===== config.mk =====
export PLATFORM = sky130hd
export DESIGN_NAME = serial_subtractor_flat
export DESIGN_NICKNAME = d
export VERILOG_FILES = /design/src/rtl/serial_subtractor_if.sv /design/src/rtl/serial_subtractor.sv /design/src/flat_wrapper.sv
export SDC_FILE = /design/constraint.sdc
export NUM_CORES = 1
export LEC_CHECK = 0
export BUFFER_PORTS_ARGS = -buffer_cell sky130_fd_sc_hd__buf_2
export CELL_PAD_IN_SITES_DETAIL_PLACEMENT = 0
export CELL_PAD_IN_SITES_GLOBAL_PLACEMENT = 2
export CORE_ASPECT_RATIO = 1.25
export CORE_MARGIN = 1.5
export CORE_UTILIZATION = 30
export DETAILED_ROUTE_END_ITERATION = 10
export PLACE_DENSITY = 0.71
export REMOVE_ABC_BUFFERS = 1
export SETUP_SLACK_MARGIN = 0.2
export SYNTH_ARGS = -nofsm -noshare
export SYNTH_HDL_FRONTEND = slang
export SYNTH_SLANG_ARGS = --single-unit

===== constraint.sdc =====
create_clock -name clk_i -period 4.05 [get_ports clk_i]
set_input_delay 0.405 -clock clk_i [delete_from_list [all_inputs] [get_ports clk_i]]
set_output_delay 0.405 -clock clk_i [all_outputs]
set_load 0.005 [all_outputs]

===== src/rtl/serial_subtractor_if.sv =====
// Handshake and data bundle for serial_subtractor.
// Master side feeds operands and acknowledges results; slave side is the subtractor.
// Optional signal overflow_o exists only when SERIAL_SUBTRACTOR_OVF_EN is defined.
interface serial_subtractor_if #(
  parameter int WIDTH = 8
);
  logic             start_i;
  logic [WIDTH-1:0] a_i;
  logic [WIDTH-1:0] b_i;
  logic             ready_o;
  logic             valid_o;
  logic             ack_i;
  logic [WIDTH-1:0] diff_o;
  logic             borrow_o;
`ifdef SERIAL_SUBTRACTOR_OVF_EN
  logic             overflow_o;
`endif

  modport master (
    output start_i, a_i, b_i, ack_i,
    input  ready_o, valid_o, diff_o,
`ifdef SERIAL_SUBTRACTOR_OVF_EN
    input  overflow_o,
`endif
    input  borrow_o
  );

  modport slave (
    input  start_i, a_i, b_i, ack_i,
    output ready_o, valid_o, diff_o,
`ifdef SERIAL_SUBTRACTOR_OVF_EN
    output overflow_o,
`endif
    output borrow_o
  );
endinterface


===== src/rtl/serial_subtractor.sv =====
// Bit-serial two's-complement subtractor, D = A - B, LSB first.
// One full-subtractor slice plus a borrow flip-flop is iterated WIDTH times
// over operand shift registers; results are held until acknowledged.
// Optional feature macro: SERIAL_SUBTRACTOR_OVF_EN adds the signed overflow flag.
module serial_subtractor #(
  parameter int WIDTH = 8
) (
  input  logic                clk_i,
  input  logic                rst_n_i,
  serial_subtractor_if.slave  bus
);

  localparam int CNT_W = (WIDTH > 1) ? $clog2(WIDTH) : 1;
  localparam logic [CNT_W-1:0] LAST_CNT = CNT_W'(WIDTH - 1);

  typedef enum logic [1:0] {IDLE, SHIFT, DONE} state_t;

  state_t           state_reg;
  logic [WIDTH-1:0] a_sr_reg;
  logic [WIDTH-1:0] b_sr_reg;
  // Only WIDTH-1 result bits need storage; the last bit goes straight to diff.
  logic [WIDTH-2:0] res_reg;
  logic             br_reg;
  logic [CNT_W-1:0] cnt_reg;
  logic             ready_reg;
  logic             valid_reg;
  logic [WIDTH-1:0] diff_reg;
  logic             borrow_reg;
`ifdef SERIAL_SUBTRACTOR_OVF_EN
  logic             a_msb_reg;
  logic             b_msb_reg;
  logic             ovf_reg;
`endif

  // Full-subtractor slice on the current LSBs.
  logic             d_bit;
  logic             br_next;
  logic [WIDTH-1:0] res_next;

  assign d_bit    = a_sr_reg[0] ^ b_sr_reg[0] ^ br_reg;
  assign br_next  = (~a_sr_reg[0] & b_sr_reg[0]) | (~(a_sr_reg[0] ^ b_sr_reg[0]) & br_reg);
  assign res_next = {d_bit, res_reg};

  // Control FSM, datapath shifting and registered outputs.
  always_ff @(posedge clk_i or negedge rst_n_i) begin
    if (!rst_n_i) begin
      state_reg  <= IDLE;
      a_sr_reg   <= '0;
      b_sr_reg   <= '0;
      res_reg    <= '0;
      br_reg     <= 1'b0;
      cnt_reg    <= '0;
      ready_reg  <= 1'b1;
      valid_reg  <= 1'b0;
      diff_reg   <= '0;
      borrow_reg <= 1'b0;
`ifdef SERIAL_SUBTRACTOR_OVF_EN
      a_msb_reg  <= 1'b0;
      b_msb_reg  <= 1'b0;
      ovf_reg    <= 1'b0;
`endif
    end else begin
      case (state_reg)
        IDLE: begin
          if (bus.start_i) begin
            a_sr_reg  <= bus.a_i;
            b_sr_reg  <= bus.b_i;
            res_reg   <= '0;
            br_reg    <= 1'b0;
            cnt_reg   <= '0;
            ready_reg <= 1'b0;
`ifdef SERIAL_SUBTRACTOR_OVF_EN
            a_msb_reg <= bus.a_i[WIDTH-1];
            b_msb_reg <= bus.b_i[WIDTH-1];
`endif
            state_reg <= SHIFT;
          end
        end

        SHIFT: begin
          a_sr_reg <= {1'b0, a_sr_reg[WIDTH-1:1]};
          b_sr_reg <= {1'b0, b_sr_reg[WIDTH-1:1]};
          res_reg  <= res_next[WIDTH-1:1];
          br_reg   <= br_next;
          if (cnt_reg == LAST_CNT) begin
            // MSB slice: publish the result and its borrow.
            diff_reg   <= res_next;
            borrow_reg <= br_next;
`ifdef SERIAL_SUBTRACTOR_OVF_EN
            ovf_reg    <= (a_msb_reg != b_msb_reg) && (d_bit != a_msb_reg);
`endif
            valid_reg  <= 1'b1;
            state_reg  <= DONE;
          end else begin
            cnt_reg <= cnt_reg + CNT_W'(1);
          end
        end

        DONE: begin
          // start_i is ignored here since ready is low.
          if (bus.ack_i) begin
            valid_reg <= 1'b0;
            ready_reg <= 1'b1;
            state_reg <= IDLE;
          end
        end

        default: state_reg <= IDLE;
      endcase
    end
  end

  assign bus.ready_o  = ready_reg;
  assign bus.valid_o  = valid_reg;
  assign bus.diff_o   = diff_reg;
  assign bus.borrow_o = borrow_reg;
`ifdef SERIAL_SUBTRACTOR_OVF_EN
  assign bus.overflow_o = ovf_reg;
`endif

endmodule


===== src/flat_wrapper.sv =====
// flat-port wrapper written by rule: the top's interface ports become plain ports
module serial_subtractor_flat 
#(
  parameter int WIDTH = 8
)
  (clk_i, rst_n_i, bus_start_i, bus_a_i, bus_b_i, bus_ack_i, bus_ready_o, bus_valid_o, bus_diff_o, bus_borrow_o);
  serial_subtractor_if #(.WIDTH(WIDTH)) bus_i ();
  input  logic clk_i;
  input  logic rst_n_i;
  input wire logic [$bits(bus_i.start_i)-1:0] bus_start_i;
  input wire logic [$bits(bus_i.a_i)-1:0] bus_a_i;
  input wire logic [$bits(bus_i.b_i)-1:0] bus_b_i;
  input wire logic [$bits(bus_i.ack_i)-1:0] bus_ack_i;
  output wire logic [$bits(bus_i.ready_o)-1:0] bus_ready_o;
  output wire logic [$bits(bus_i.valid_o)-1:0] bus_valid_o;
  output wire logic [$bits(bus_i.diff_o)-1:0] bus_diff_o;
  output wire logic [$bits(bus_i.borrow_o)-1:0] bus_borrow_o;
  assign bus_i.start_i = bus_start_i;
  assign bus_i.a_i = bus_a_i;
  assign bus_i.b_i = bus_b_i;
  assign bus_i.ack_i = bus_ack_i;
  assign bus_ready_o = bus_i.ready_o;
  assign bus_valid_o = bus_i.valid_o;
  assign bus_diff_o = bus_i.diff_o;
  assign bus_borrow_o = bus_i.borrow_o;
  serial_subtractor #(.WIDTH(WIDTH)) u_core (.clk_i(clk_i), .rst_n_i(rst_n_i), .bus(bus_i));
endmodule

==> Implementation_results.wiki <==
{| class="wikitable"
! Metric !! Value
|-
| Share of the cycle needed by the critical path after routing || 0.4504
|-
| Final Wtd Congestion || 0.6803
|-
| Async set-reset flop share out of synthesis || 1.000
|-
| Post-synth EDFFs || 0
|-
| Setup repair after global routing missed its margin || false
|-
| Clock Tree Root || sky130_fd_sc_hd__clkbuf_8
|-
| Clock transition time at the flip-flop clock pins of the worst setup and hold paths || roughly 0.080 ns
|-
| HPWL after detailed placement || between 2 and 2.5 mm
|-
| Min-Delay Path Class || in2async
|-
| Fmax || between 500 and 600 MHz
|-
| Total power draw || approximately 1.5 mW
|-
| Vias after detailed routing || 1211
|-
| Effective utilization at floorplan || 0.3065
|-
| Antenna violations before repair || 0
|-
| Leakage || ~0.97 nW
|-
| Largest net degree at the start of global routing || 41
|-
| Crit path DAT || between 1.5 and 2 ns
|-
| ANT nets after route || 0
|-
| Number of detailed-route iterations in the first pass || 6
|-
| Number of H-tree levels || 2
|-
| Gate count of the mapped netlist || 143
|-
| Count of yosys warnings during synthesis || 0
|-
| CP Data Required Time || ~4.2 ns
|-
| Unique masters post-synth || 30
|-
| Max-slew headroom at the worst pin || 0.3841
|-
| Area Growth Syn to Fin || 15.86%
|-
| Sequential power share || 0.447
|-
| Hold-fix buffers at CTS || 0
|-
| Count of endpoints failing setup in the final report || 0
|-
| Port Buf Inserts || 30
|-
| Power density cells || around 750 nW/um2
|-
| Routed wire length || around 3.5 mm
|-
| Clk sink count || 40
|-
| Overall die width || between 70 and 80 um
|-
| Post-cts resize count || 0
|-
| Accumulated negative setup slack || 0 ns
|-
| Max Cap Violations || 0
|-
| Number of max-slew violations in the final report || 0
|-
| Die extent in y || just under 90 um
|-
| Number of buffers inserted to repair setup after CTS || 0
|-
| Power spent charging and discharging nets || slightly below 500 uW
|-
| Top fanout value on the critical path || 13
|-
| Slew at the pin with the worst max-slew slack || 0.9177 ns
|-
| Category of the worst setup path capture point || flip-flop
|-
| Leading cell type in the layout, fill and taps excluded || sky130_fd_sc_hd__dfrtp_1
|-
| Final routed DRC violation total || 0
|-
| Flops & latches, synth || 40
|-
| Combinational share of power || 0.323
|-
| Part of the total power dissipated in the clock network || 0.230
|-
| Final clock skew || between 0.01 and 0.015 ns
|-
| Maximum clock insertion buffer count || 2
|-
| Total internal power || between 1 and 1.5 mW
|-
| Top-level port count || 31
|-
| Wire length per cell || ~15 um
|-
| IR drop worst, VDD || 0.0002186 V
|-
| Outcome || finished clean
|-
| Number of global-route vias before repair || between 1000 and 1500
|-
| Kind of start point of the critical path || flip-flop
|-
| Global route overflow || 0
|-
| Synth Flop Type || sky130_fd_sc_hd__dfrtp_1
|-
| Mapped cell area || ~1800 um2
|-
| Post-synthesis area per instance || approximately 12 um2
|-
| Commonest non-fill, non-tap cells in the layout || 39 x sky130_fd_sc_hd__dfrtp_1, 30 x sky130_fd_sc_hd__buf_2, 13 x sky130_fd_sc_hd__a21oi_1, 12 x sky130_fd_sc_hd__nor2_1, 10 x sky130_fd_sc_hd__o22ai_1
|-
| Net Sw Frac || 0.3206
|-
| Number of hold violations in the final report || 0
|-
| Floorplan Core Area || between 5000 and 6000 um2
|-
| Layout net count || between 150 and 200
|-
| Layout cells sized above 1 || 0.3275
|-
| Area enclosed by the die boundary || between 6000 and 7000 um2
|-
| Wire length of the first global-routing pass || about 6 mm
|-
| Clock tree from TritonCTS || done
|-
| Sequential area share after synthesis || 0.5697
|-
| Start-to-end type of the worst setup path || reg2reg
|-
| Total track usage || 0.1232
|-
| Shortest clock period the worst path allows after layout || 1.824 ns
|-
| Number of buffers inserted during clock tree synthesis || 5
|-
| Vias/cell || around 5
|-
| Register-to-Register Setup Slack || approximately 2.2 ns
|-
| Source-to-sink clock delay at the later pin of the worst-skew pair || 0.29 ns
|-
| Utilization after layout || 0.3551
|-
| Total inserted antenna cells || 0
|-
| Cell Rows || 31
|-
| Drt first-iter violations || 42
|}
-- cell usage after synthesis (2+ instances only) --
master	number	area [um2]
sky130_fd_sc_hd__a22o_1	7	61.31
sky130_fd_sc_hd__dfrtp_1	39	975.9
sky130_fd_sc_hd__buf_6	4	45.04
sky130_fd_sc_hd__buf_2	3	15.01
sky130_fd_sc_hd__ha_1	2	25.02
sky130_fd_sc_hd__nand2_1	4	15.01
sky130_fd_sc_hd__a21oi_1	13	65.06
sky130_fd_sc_hd__nor2_1	12	45.04
sky130_fd_sc_hd__a22oi_1	3	22.52
sky130_fd_sc_hd__o21ai_0	6	30.03
sky130_fd_sc_hd__inv_1	4	15.01
sky130_fd_sc_hd__nand2b_1	2	12.51
sky130_fd_sc_hd__o22ai_1	10	62.56
sky130_fd_sc_hd__buf_4	2	15.01
sky130_fd_sc_hd__o221a_2	5	56.30
sky130_fd_sc_hd__mux2_4	7	105.1
sky130_fd_sc_hd__nand3b_1	5	37.54
sky130_fd_sc_hd__o2bb2ai_1	3	26.28
-- cell families (layout without fill, tap and decap cells) --
kind of cell	Yosys count	count (layout)	share of synthesized area
AOI/OAI and AO/OA	50	50	0.1984
DFF	40	40	0.5697
and+or+nand+nor	27	27	0.08393
buffers and inverters	15	43	0.05617
muxes	8	8	0.06614
adders and majority gates	3	3	0.02560
-- routing by layer --
layer	GRT usage	vias to the layer above	share of wire
li1	-	576	-
met2	0.1886	31	0.46
met5	0	-	0
met1	0.1682	602	0.49
met3	0.03986	2	0.048
met4	0.03602	0	0.0028
-- final cells by class --
class                   count  area [um2]
clock buffers               7       96.34
inverters                   5       18.77
multi-input cells          88       658.1
well taps                  66       82.58
fillers                   594        3702
flip-flops and latches     40        1002
repair buffers             30       150.1
clock inverters             1       30.03
-- path summary, 6_finish.rpt --
kind / endpoint / startpoint / cells after the start
worst max-delay path: u_core.b_sr_reg[0] / u_core.state_reg[1] / 3
worst min-delay path: u_core.bus.diff_o[6] / rst_n_i / 1
worst max register to register: u_core.b_sr_reg[0] / u_core.state_reg[1] / 3
worst min register to register: u_core.bus.borrow_o / u_core.bus.borrow_o / 2
max in group asynchronous: u_core.cnt_reg[2] / rst_n_i / 1
min in group clk_i: u_core.state_reg[1] / bus_ack_i / 2
-- power groups by stage --
stage               registers (mW)  logic, mW  clock network [mW]
floorplan                    0.659      0.369                   0
global placement             0.680      0.483                   0
finish                       0.682      0.493               0.351
detailed placement           0.688      0.499                   0
global route                 0.705      0.554               0.385
CTS                          0.681      0.500               0.362
-- stage by stage --
step	hold slack, ns	cells	area (um2)	worst slack (ns)
4_1_cts	0.2539	237	2038	2.247
6_report	0.2471	237	2038	2.226
5_1_grt	0.3104	237	2038	2.103
3_3_place_gp	0.4769	229	1912	2.399
2_1_floorplan	0.1094	133	1679	2.548
3_5_place_dp	0.4733	229	1912	2.283
-- critical path, cell delays in order (launching register included) --
cell and delay [ns]:
sky130_fd_sc_hd__dfrtp_1 0.60, sky130_fd_sc_hd__inv_1 0.29, sky130_fd_sc_hd__o21ai_1 0.57, sky130_fd_sc_hd__a22oi_1 0.20
Note: power is estimated with default switching activity, not from simulation.
